[config.mk]
export PLATFORM = sky130hd
export DESIGN_NAME = mac_operand_sequencer
export DESIGN_NICKNAME = d
export VERILOG_FILES = /design/src/rtl/mac_operand_sequencer.sv
export SDC_FILE = /design/constraint.sdc
export NUM_CORES = 1
export LEC_CHECK = 0
export CAP_MARGIN = 5
export CORE_MARGIN = 2
export CORE_UTILIZATION = 50
export CTS_BUF_LIST = sky130_fd_sc_hd__clkbuf_8
export CTS_CLUSTER_DIAMETER = 80
export CTS_CLUSTER_SIZE = 10
export DETAILED_ROUTE_END_ITERATION = 8
export GPL_TIMING_DRIVEN = 0
export PLACE_DENSITY = 0.75
export SLEW_MARGIN = 10
export SYNTH_ARGS = -nofsm -noshare
export SYNTH_HDL_FRONTEND = slang
export SYNTH_SLANG_ARGS = --single-unit
[constraint.sdc]
create_clock -name clk -period 5.76 [get_ports clk]
set_clock_uncertainty 0.05 [all_clocks]
set_input_delay 0.576 -clock clk [delete_from_list [all_inputs] [get_ports clk]]
set_output_delay 0.576 -clock clk [all_outputs]
set_load 0.005 [all_outputs]
[src/rtl/mac_operand_sequencer.sv]
// Sequences A x B through a single 4-bit MAC and streams C row-major.
// Optional cycle counter port enabled by defining MAC_SEQ_PERF_CNT_EN.
module mac_operand_sequencer #(
    parameter int N  = 3,
    parameter int AW = 4
) (
    input  logic          clk,
    input  logic          clear,
    input  logic          start,
    input  logic          a_wr_en,
    input  logic [AW-1:0] a_wr_addr,
    input  logic [3:0]    a_wr_data,
    input  logic          b_wr_en,
    input  logic [AW-1:0] b_wr_addr,
    input  logic [3:0]    b_wr_data,
    output logic [3:0]    mac_w,
    output logic [3:0]    mac_x,
    output logic          mac_load,
    output logic          mac_clear,
    input  logic [9:0]    mac_o,
    output logic          res_valid,
    input  logic          res_ready,
    output logic [9:0]    res_data,
    output logic [1:0]    res_row,
    output logic [1:0]    res_col,
    output logic          busy,
`ifdef MAC_SEQ_PERF_CNT_EN
    output logic [15:0]   cycle_cnt,
`endif
    output logic          done
);

    typedef enum logic [2:0] {
        S_IDLE,
        S_CLR,
        S_ACC,
        S_CAP,
        S_OUT
    } state_t;

    localparam logic [1:0]  LAST = 2'(N - 1);
    localparam logic [AW:0] NN   = (AW + 1)'(N * N);

    state_t     state, state_n;
    logic [1:0] i, j, k;
    logic [1:0] i_n, j_n, k_n;
    logic       acc_n;
    logic       last_elem;
    logic [3:0] w_n, x_n;

    logic [3:0] a_mem [N*N];
    logic [3:0] b_mem [N*N];

    function automatic logic [AW-1:0] idx(input logic [1:0] r,
                                          input logic [1:0] c);
        return AW'(r) * AW'(N) + AW'(c);
    endfunction

    assign last_elem = (i == LAST) && (j == LAST);
    assign busy      = (state != S_IDLE);

    // Next state and i/j/k counter updates
    always_comb begin
        state_n = state;
        i_n     = i;
        j_n     = j;
        k_n     = k;
        unique case (state)
            S_IDLE: begin
                if (start) begin
                    state_n = S_CLR;
                    i_n     = '0;
                    j_n     = '0;
                    k_n     = '0;
                end
            end
            S_CLR: begin
                state_n = S_ACC;
                k_n     = '0;
            end
            S_ACC: begin
                if (k == LAST) state_n = S_CAP;
                else           k_n     = k + 2'd1;
            end
            S_CAP: state_n = S_OUT;
            S_OUT: begin
                if (res_ready) begin
                    if (last_elem) begin
                        state_n = S_IDLE;
                    end else begin
                        state_n = S_CLR;
                        if (j == LAST) begin
                            j_n = '0;
                            i_n = i + 2'd1;
                        end else begin
                            j_n = j + 2'd1;
                        end
                    end
                end
            end
            default: state_n = S_IDLE;
        endcase
    end

    // Operands for the next cycle; zero whenever the MAC is not loading
    always_comb begin
        acc_n = (state_n == S_ACC);
        w_n   = '0;
        x_n   = '0;
        if (acc_n) begin
            w_n = a_mem[idx(i_n, k_n)];
            x_n = b_mem[idx(k_n, j_n)];
        end
    end

    // State, counters and registered MAC/result outputs
    always_ff @(posedge clk) begin
        if (clear) begin
            state     <= S_IDLE;
            i         <= '0;
            j         <= '0;
            k         <= '0;
            mac_w     <= '0;
            mac_x     <= '0;
            mac_load  <= 1'b0;
            mac_clear <= 1'b0;
            res_valid <= 1'b0;
            res_data  <= '0;
            res_row   <= '0;
            res_col   <= '0;
            done      <= 1'b0;
        end else begin
            state     <= state_n;
            i         <= i_n;
            j         <= j_n;
            k         <= k_n;
            mac_w     <= w_n;
            mac_x     <= x_n;
            mac_load  <= acc_n;
            mac_clear <= (state_n == S_CLR);
            res_valid <= (state_n == S_OUT);
            done      <= (state == S_OUT) && res_ready && last_elem;
            if (state == S_CAP) begin
                res_data <= mac_o;
                res_row  <= i;
                res_col  <= j;
            end
        end
    end

    // Matrix storage: writable only while idle and in range
    always_ff @(posedge clk) begin
        if (clear) begin
            for (int n = 0; n < N * N; n++) begin
                a_mem[n] <= '0;
                b_mem[n] <= '0;
            end
        end else if (state == S_IDLE) begin
            if (a_wr_en && ({1'b0, a_wr_addr} < NN))
                a_mem[a_wr_addr] <= a_wr_data;
            if (b_wr_en && ({1'b0, b_wr_addr} < NN))
                b_mem[b_wr_addr] <= b_wr_data;
        end
    end

`ifdef MAC_SEQ_PERF_CNT_EN
    // Busy-cycle counter, restarted on each accepted start, saturating
    always_ff @(posedge clk) begin
        if (clear) begin
            cycle_cnt <= '0;
        end else if (state == S_IDLE) begin
            if (start) cycle_cnt <= '0;
        end else if (cycle_cnt != 16'hFFFF) begin
            cycle_cnt <= cycle_cnt + 16'd1;
        end
    end
`endif

endmodule

==> results.md, run 1 <==
- antenna diode count: 0
- Cell Area, Synth: 0.007109 sq mm
- Most used DFF post-synth: edfxtp_1
- setup tns final: 0 ps
- FF-to-FF path depth: 16
- routed vias: 4256
- type of the setup path with the least slack: in -> reg
- Min-Delay Path Class: reg -> reg
- per-instance average area after synthesis: 14.94 sq um
- quantity of gates resized following cts: 0
- area after detailed placement: 0.008112 sq mm
- global-route wire length before repair: 22.29 mm
- sequential element share of the synthesized area: 63.92%
- Critical Path Stages: 15
- post-layout minimum cycle time: 4961 ps
- footprint of the multi-input gates: 0.002581 sq mm
- Leakage: 3.307 nW
- Max-Slew Margin vs Limit: 31.54%
- Yosys reg bits: 163
- layout overhead on the synthesized area: 19.98%
- count of different cell masters after synthesis: 40
- RSZ-0062 raised after global routing: false
- Crit Path Max Fanout: 10
- CTS root buffer: clkbuf_8
- end point of the critical path: mac_w[2]
- initial antenna violation count: 0
- DP Worst Slack: 420.8 ps
- clk sinks: 163
- data arrival time of the critical path: 5250 ps
- std cell rows: 43
- CP startpoint kind: input port
- mean routed wirelength per cell: 17.32 microns
- DPL Wire Length: 9.982 mm
- number of failing hold endpoints at the final stage: 0
- final setup slack of the worst path: 799.0 ps
- Final Instance Area: 0.008529 sq mm
- fillers: 1040
- minimum setup slack among reg-to-reg paths: 810 ps
- Die X: 123.2 microns
- DR vias/cell: 5.320
- Seq. cell area: 0.004544 sq mm
- largest vdd supply drop: 0.0001247 V
- final number of max-transition violations: 0
- fin crit share: 86.13%
- count of TritonRoute iterations in the first routing pass: 4
- cell family with most CP delay: buffers and inverters
- routed wire length: 13.86 mm
- number of synthesized flops with an enable pin: 128
- DRC viols: 0
- CP Data Required Time: 6050 ps
- share of final-layout standard cells stronger than drive strength 1: 12.42%
- share of Yosys cell area claimed by the top area cell type: 54.07%
- Synth area leaders: edfxtp_1 (54%), dfxtp_1 (9.9%), mux4_2 (9.5%)
- Critical-path top delay cell: clkbuf_1
- count of nets left with antenna violations after detail routing: 0
- synthesis warning total: 0
- proportion of synthesized flip-flops having asynchronous set or reset: 0%
- total setup violations reported at the end of the flow: 0
- gate count after technology mapping: 476
- H-tree levels: 4
- run status: finished clean
- kind of end point of the critical path: register
- transition time of the tightest slew-check pin: 1019 ps
- series of cell instances along the critical path: clkdlybuf4s50_1 > nor4bb_1 > mux2_2 > a22o_1 > inv_1 > xnor2_1 > ha_1 > ha_1 > inv_1 > fa_1 > clkbuf_1 > clkbuf_1 > mux4_1 > mux4_2 > and3_1
- grt ovf: 0
- Max Cap Violations: 0
- most common library cells after synthesis: edfxtp_1 (128), and2_1 (63), nand2_1 (37)
- Min Hold Slack: 409.4 ps
- clock tree from TritonCTS: yes
- Die ar.: 0.01519 sq mm
- launching element of the worst setup path: res_ready
- reg-to-reg endpoint: mac_w[2]
- Skew-Pair Late Insertion Delay: 450 ps
- Final Power: 2.392 mW
- buffering stage count on the worst path with inverters included: 5
- effective utilization at floorplan: 51.22%
- area of the placeable core: 0.01388 sq mm
- RR Startpoint: i[0]
- Num CTS Buffers: 17
- Clk pin slew, worst setup/hold paths: 70 ps
- number of nets in the layout: 650
- pin count of the biggest net entering global routing: 17
- y dimension of the die: 123.2 microns
- via count of the first global-routing pass: 4333
- post-CTS repair timing setup buffer count: 0
- cts hold-fix bufs: 0
- maximum operating frequency: 201.6 MHz
- Detailed Route Iter0 Violations: 375
- GPL Wtd Cong: 0.8417
- most common cell in the netlist: edfxtp_1
- Clock Path Buffers: 2
- num ports: 59
- cell type with the largest total area after synthesis: edfxtp_1
- port bufs: 57
- Power per Cell Area: 280.5 mW/mm^2
- stage delay of the slowest cell on the critical path: 570 ps
- global-route total usage across every layer: 20.09%
-- worst min-delay path by stage --
stage	depth (start not counted)	start	end
2_1_floorplan	2	res_col[0]	res_col[0]
3_3_place_gp	2	res_data[5]	res_data[5]
3_5_place_dp	2	res_col[1]	res_col[1]
4_1_cts	2	res_col[1]	res_col[1]
5_1_grt	2	res_col[1]	res_col[1]
6_report	2	res_data[9]	res_data[9]
-- tightest hold or removal path, stage by stage, from the launching register on --
cell     delay, ps
dfxtp_1        310
nand2_1         50
a21oi_1         50
-- flip-flops by register name, summed over array words and instances, names as in the netlist --
signal     cells
res_col        2
res_row        2
state          3
res_data      10
mac_load       1
b_mem         64
res_valid      1
mac_w          4
mac_clear      1
a_mem         64
done           1
k              2
i              2
j              2
mac_x          4
-- layout make-up --
class / count / share of cell area [%]
buffer: 21 / 1.394
clock buffer: 19 / 3.066
clock inverter: 13 / 1.834
inverter: 19 / 0.8361
multi-input combinational: 328 / 30.26
sequential: 163 / 53.28
tap: 180 / 2.640
timing repair buffer: 57 / 6.689
-- routing by layer --
metal,up-vias,routed length [microns],global-route usage (%)
li1,2002,-,-
met1,2086,5859,26.77
met2,143,6762,31.70
met3,25,971,5.489
met4,0,265,7.670
met5,-,0,0
-- layout by cell type, fill, tap and decap left out, drive strengths merged, types with 5 or more instances in the layout --
cell type,n
o21ai,8
nor3,11
clkbuf,34
and2,63
dfxtp,35
nor4,5
nor2,20
a21oi,17
and3,15
nand2,37
clkdlybuf4s50,57
or2,11
buf,6
edfxtp,128
mux4,40
a22o,5
conb,56
ha,8
inv,26
-- per-stage QoR --
stage,cells,util [%]
detailed placement,768,58.44
global placement,768,58.44
finish,800,61.45
CTS,800,61.45
floorplan,531,-
global route,800,61.45
-- power breakdown --
part	total, mW	leakage [nW]	switching [mW]	internal (mW)
Combinational	0.182	1.49	0.0977	0.0842
Clock	0.865	0.238	0.382	0.483
Sequential	1.35	1.58	0.0168	1.33
Total	2.39	3.31	0.496	1.90
-- logic make-up after synthesis --
family,synth area share [%]
mux,13.67
compound gates,3.098
buf+inv,2.675
xor+xnor,0.2464
fa+ha+maj,2.253
simple gates,14.08
other cells,0.05275
flops,63.92
No activity file was read; power rests on OpenSTA's default activity.
==> run 2, diff against run 1 <==
Settings changed: ABC_CLOCK_PERIOD_IN_PS set to 5760, GPL_TIMING_DRIVEN 0 to not set.
==> results.md, run 2 (synthesis results as in run 1) <==
- run status: finished clean
- effective utilization at floorplan: 51.22%, unchanged
- largest registers: a_mem x64, b_mem x64, res_data x10
- final number of max-transition violations: 0, unchanged
- via count of the first global-routing pass: 4098, -5.4%
- grt ovf: 0, unchanged
- H-tree levels: 4, unchanged
- antenna diode count: 0, unchanged
- area of the placeable core: 0.01388 sq mm, unchanged
- y dimension of the die: 123.2 microns, unchanged
- kind of end point of the critical path: register
- setup tns final: 0 ps, unchanged
- Critical-path top delay cell: mux4_1
- data arrival time of the critical path: 4930 ps, -320 ps
- Clk pin slew, worst setup/hold paths: 90 ps, +20 ps
- count of nets left with antenna violations after detail routing: 0, unchanged
- cell family with most CP delay: multiplexers
- most frequent standard cell in the layout excluding fill and tap cells: edfxtp_1
- Num CTS Buffers: 17, unchanged
- Crit Path Max Fanout: 16, +6
- port bufs: 58, +1.8%
- stage delay of the slowest cell on the critical path: 610 ps, +40 ps
- share of final-layout standard cells stronger than drive strength 1: 13.74%, +1.3 points
- Clock Path Buffers: 2, unchanged
- number of failing hold endpoints at the final stage: 0, unchanged
- DR vias/cell: 5.455, +2.5%
- largest vdd supply drop: 0.0001572 V, +26%
- Leakage: 3.222 nW, -2.6%
- Detailed Route Iter0 Violations: 529, +41%
- pin count of the biggest net entering global routing: 24, +7
- std cell rows: 43, unchanged
- Die X: 123.2 microns, unchanged
- series of cell instances along the critical path: clkdlybuf4s50_1 > nor4bb_1 > mux2_2 > a22o_1 > inv_1 > xnor2_1 > ha_1 > ha_1 > inv_1 > fa_1 > buf_4 > mux4_1 > mux4_2 > and3_1
- total setup violations reported at the end of the flow: 0, unchanged
- routed wire length: 14.17 mm, +2.2%
- type of the setup path with the least slack: in -> reg
- routed vias: 4277, +0.49%
- DRC viols: 0, unchanged
- GPL Wtd Cong: 0.8172, -2.9%
- initial antenna violation count: 0, unchanged
- area after detailed placement: 0.008038 sq mm, -0.91%
- transition time of the tightest slew-check pin: 1212 ps, +193.1 ps
- maximum operating frequency: 216.0 MHz, +7.2%
- count of TritonRoute iterations in the first routing pass: 5, +1
- num ports: 59, unchanged
- RSZ-0062 raised after global routing: false
- Max Cap Violations: 0, unchanged
- post-CTS repair timing setup buffer count: 0, unchanged
- Die ar.: 0.01519 sq mm, unchanged
- Max-Slew Margin vs Limit: 19.18%, -12 points
- CP startpoint kind: input port
- Final Instance Area: 0.008428 sq mm, -1.2%
- buffering stage count on the worst path with inverters included: 4, -1
- CP Data Required Time: 6070 ps, +20 ps
- mean routed wirelength per cell: 18.07 microns, +4.3%
- quantity of gates resized following cts: 0, unchanged
- Final Power: 2.344 mW, -2.0%
- global-route total usage across every layer: 20.31%, +0.22 points
- post-layout minimum cycle time: 4629 ps, -332.0 ps
- CTS root buffer: clkbuf_8
- Power per Cell Area: 278.1 mW/mm^2, -0.86%
- Min-Delay Path Class: reg -> reg
- clock tree from TritonCTS: yes
- clk sinks: 163, unchanged
- number of nets in the layout: 634, -2.5%
- commonest cells after routing, fill and taps aside: edfxtp_1 (128), and2_1 (63), clkdlybuf4s50_1 (58)
- cts hold-fix bufs: 0, unchanged
- fin crit share: 80.36%, -5.8 points
- global-route wire length before repair: 22.22 mm, -0.34%
- layout overhead on the synthesized area: 18.55%
- Skew-Pair Late Insertion Delay: 460 ps, about the same
- DPL Wire Length: 10.09 mm, +1.1%
[run 2: cell types whose count changed in the layout (fill, tap and decap cells not counted), sizes merged]
| cell | before | now |
|---|---|---|
| clkinv | 2 | 5 |
| buf | 6 | 4 |
| clkbuf | 34 | 17 |
| clkinvlp | 0 | 5 |
| clkdlybuf4s50 | 57 | 58 |
| bufinv | 4 | 2 |
| inv | 26 | 22 |
[run 2: power by group]
part | internal, mW | total [mW] | leakage [nW] | switching [mW]
Sequential | 1.33 | 1.35 | 1.58 | 0.0244
Clock | 0.386 | 0.814 | 0.185 | 0.428
Combinational | 0.0829 | 0.177 | 1.46 | 0.0940
[run 2: per-layer routing]
layer  global-route usage [%]  share of wire [%]
met2                    31.39                 48
met4                    7.670                1.8
met1                    28.07                 43
met5                        0                  0
met3                    5.028                7.3
[run 2: worst paths after layout]
check | start | cells after the start | slack [ps] | endpoint
max reg2reg | i[0] | 15 | 1170 | mac_w[0]
min reg2reg | res_data[6] | 2 | 410 | res_data[6]
min | res_data[6] | 2 | 410 | res_data[6]
max | res_ready | 14 | 1130 | mac_w[0]
[run 2: metrics by stage]
stage / utilization [%] / instances / setup WS, ps / hold WS [ps]
6_report: 60.72 / 784 / 1131 / 408.0
3_3_place_gp: 57.87 / 752 / 829.8 / 392.6
5_1_grt: 60.72 / 784 / 851.7 / 433.1
4_1_cts: 60.72 / 784 / 1143 / 410.1
2_1_floorplan: - / 531 / 1495 / 402.7
3_5_place_dp: 57.91 / 752 / 677.5 / 397.8
[run 2: area by class of cell]
class | instances | area, sq um
well taps | 180 | 225.2
clock inverters | 15 | 156.4
clock buffers | 17 | 234.0
flip-flops and latches | 163 | 4544
multi-input cells | 328 | 2586
repair buffers | 62 | 610.6
inverters | 19 | 71.32
fillers | 1068 | 5453
[run 2: worst reg2reg max path: stages, from the launching register on]
cell	delay (ps)
dfxtp_1	390
inv_1	60
ha_1	220
nor4bb_1	460
mux2_2	390
a22o_1	210
inv_1	140
xnor2_1	90
ha_1	280
ha_1	130
inv_1	40
fa_1	480
buf_4	290
mux4_1	610
mux4_2	460
and3_1	180
==> edit: new RTL, flow settings as in run 2 <==
Encoding of `state_t`: now Gray code (3 bits for 5 states).
--- a/src/rtl/mac_operand_sequencer.sv
+++ b/src/rtl/mac_operand_sequencer.sv
@@ -33,7 +33,7 @@
     typedef enum logic [2:0] {
-        S_IDLE,
-        S_CLR,
-        S_ACC,
-        S_CAP,
-        S_OUT
+        S_IDLE = 3'b000,
+        S_CLR  = 3'b001,
+        S_ACC  = 3'b011,
+        S_CAP  = 3'b010,
+        S_OUT  = 3'b110
     } state_t;
Function: same outputs for any inputs over 10 cycles, from zero or initial values; not proved beyond that.
==> edit against run 2 <==
  * Power is 2.7% lower
  * Routed wire length is 9.1% lower
  * Utilization is 0.26 points lower
  * Count of clock-buffer cells in the layout is 6 higher
  * Largest power group unchanged
  * Sequential cell count stayed put
  * Critical path depth is 1 lower
  * Design area hardly changed
  * Synthesized area is 0.46% higher
  * Setup slack better by 380 ps
  * Global-route usage is 2.1 points lower
  * Largest cell class unchanged
==> edit: results <==
status:
  outcome: "completed"
detailed_routing:
  dr_total_vias: 4209
  route.met3.wl_um: 829
  via_per_inst: 5.24
  wl_per_cell_um: 16.0
  wl_met1_mm: 5.48
  firstDrtPassIters: 4
  drt_iter0_markers: 234
  dr_wl_met2_mm: 6.46
worst_setup_path:
  slowest_stage: "fa_1"
  cp_max_fo: 19
  cp.arrival_ps: 4500
  r2r_cells: 13
  reg2reg_slack_ps: 1510
  r2r_end: "mac_w[3]"
  critPathMaxStageDelay_ps: 1080
hold_path:
  hold_depth: 2
  holdPathEnd: "res_row[1]"
global_route:
  grt_max_degree: 48
  antenna_found_initial: 0
  grt_pass1_vias: 4307
  track_usage_pct: 18.3
  grt_pass1_wl_mm: 20.6
finish:
  drive_gt1_share_pct: 13.9
  fin_nets: 654
  fillers: 1063
synth:
  ys_top_cells_by_count: "edfxtp_1 (128), and2_1 (72), nand2_1 (37), dfxtp_1 (35), mux4_2 (28)"
  ys_types: 52
  synth_area_leaders: "edfxtp_1 (54%), dfxtp_1 (9.8%), mux4_2 (8.8%)"
  yosysSeqAreaShare_pct: 63.6
  syn_inst: 501
place:
  io_buffer_count: 58
  placed_cells: 772
  dp_hpwl_mm: 8.95
  gp_congestion: 0.781
clock_network:
  cts-buffers-inserted: 17
  insertion_delay_ps: 440
  clk_pin_slew_ps: 70
pwr:
  p_leak_uw: 0.00310
  irDropWorstVdd_v: 0.000149
[edit: layer usage]
| metal | vias to the layer above | track usage [%] |
|---|---|---|
| li1 | 2018 | - |
| met1 | 2065 | 22.9 |
| met2 | 119 | 30.2 |
| met3 | 7 | 4.47 |
| met4 | 0 | 7.95 |
| met5 | - | 0 |
[edit: through the flow]
| stage | setup WS [ps] | area [um2] | hold slack [ps] |
|---|---|---|---|
| after CTS | 1510 | 8420 | 408 |
| after detailed placement | 1130 | 8070 | 397 |
| after floorplan | 1960 | 7350 | 403 |
| final | 1510 | 8420 | 408 |
| after global routing | 1200 | 8420 | 440 |
| after global placement | 1250 | 8070 | 390 |
[edit: logic make-up (layout without fill, tap and decap cells)]
kind of cell / Yosys count / after routing / synth area share [%]
fa+ha+maj: 11 / 11 / 2.24
compound gates: 51 / 51 / 4.77
simple gates: 195 / 195 / 16.4
other cells: 1 / 56 / 0.0525
buf+inv: 38 / 106 / 2.12
mux: 42 / 42 / 10.8
flops: 163 / 163 / 63.6
[edit: how the worst max path moves through the flow]
stage,slack (ps),endpoint,start,cells past startpoint
4_1_cts,1510,mac_w[3],i[0],13
5_1_grt,1200,mac_w[3],i[0],13
3_5_place_dp,1130,mac_x[3],start,12
6_report,1510,mac_w[3],i[0],13
3_3_place_gp,1250,mac_x[3],res_ready,12
2_1_floorplan,1960,mac_x[3],res_ready,14
[edit: worst max-delay path, delay by kind of cell (launching register included)]
| kind | cells | cell delay (ps) |
|---|---|---|
| fa+ha+maj | 4 | 1750 |
| compound gates | 4 | 640 |
| mux | 1 | 590 |
| simple gates | 2 | 500 |
| flops | 1 | 430 |
| buf+inv | 2 | 140 |
[edit: layout make-up]
class / instances / share of cell area, %
Multi-Input combinational cell: 355 / 31.5
Inverter: 15 / 0.668
Tap cell: 180 / 2.67
Timing Repair Buffer: 59 / 6.98
Sequential cell: 163 / 53.9
Clock inverter: 9 / 0.490
Clock buffer: 23 / 3.76
[edit: report_power, final]
part | internal (uW) | switching (uW)
logic | 91.9 | 96.6
clock network | 359 | 380
registers | 1330 | 22.6
total | 1780 | 499
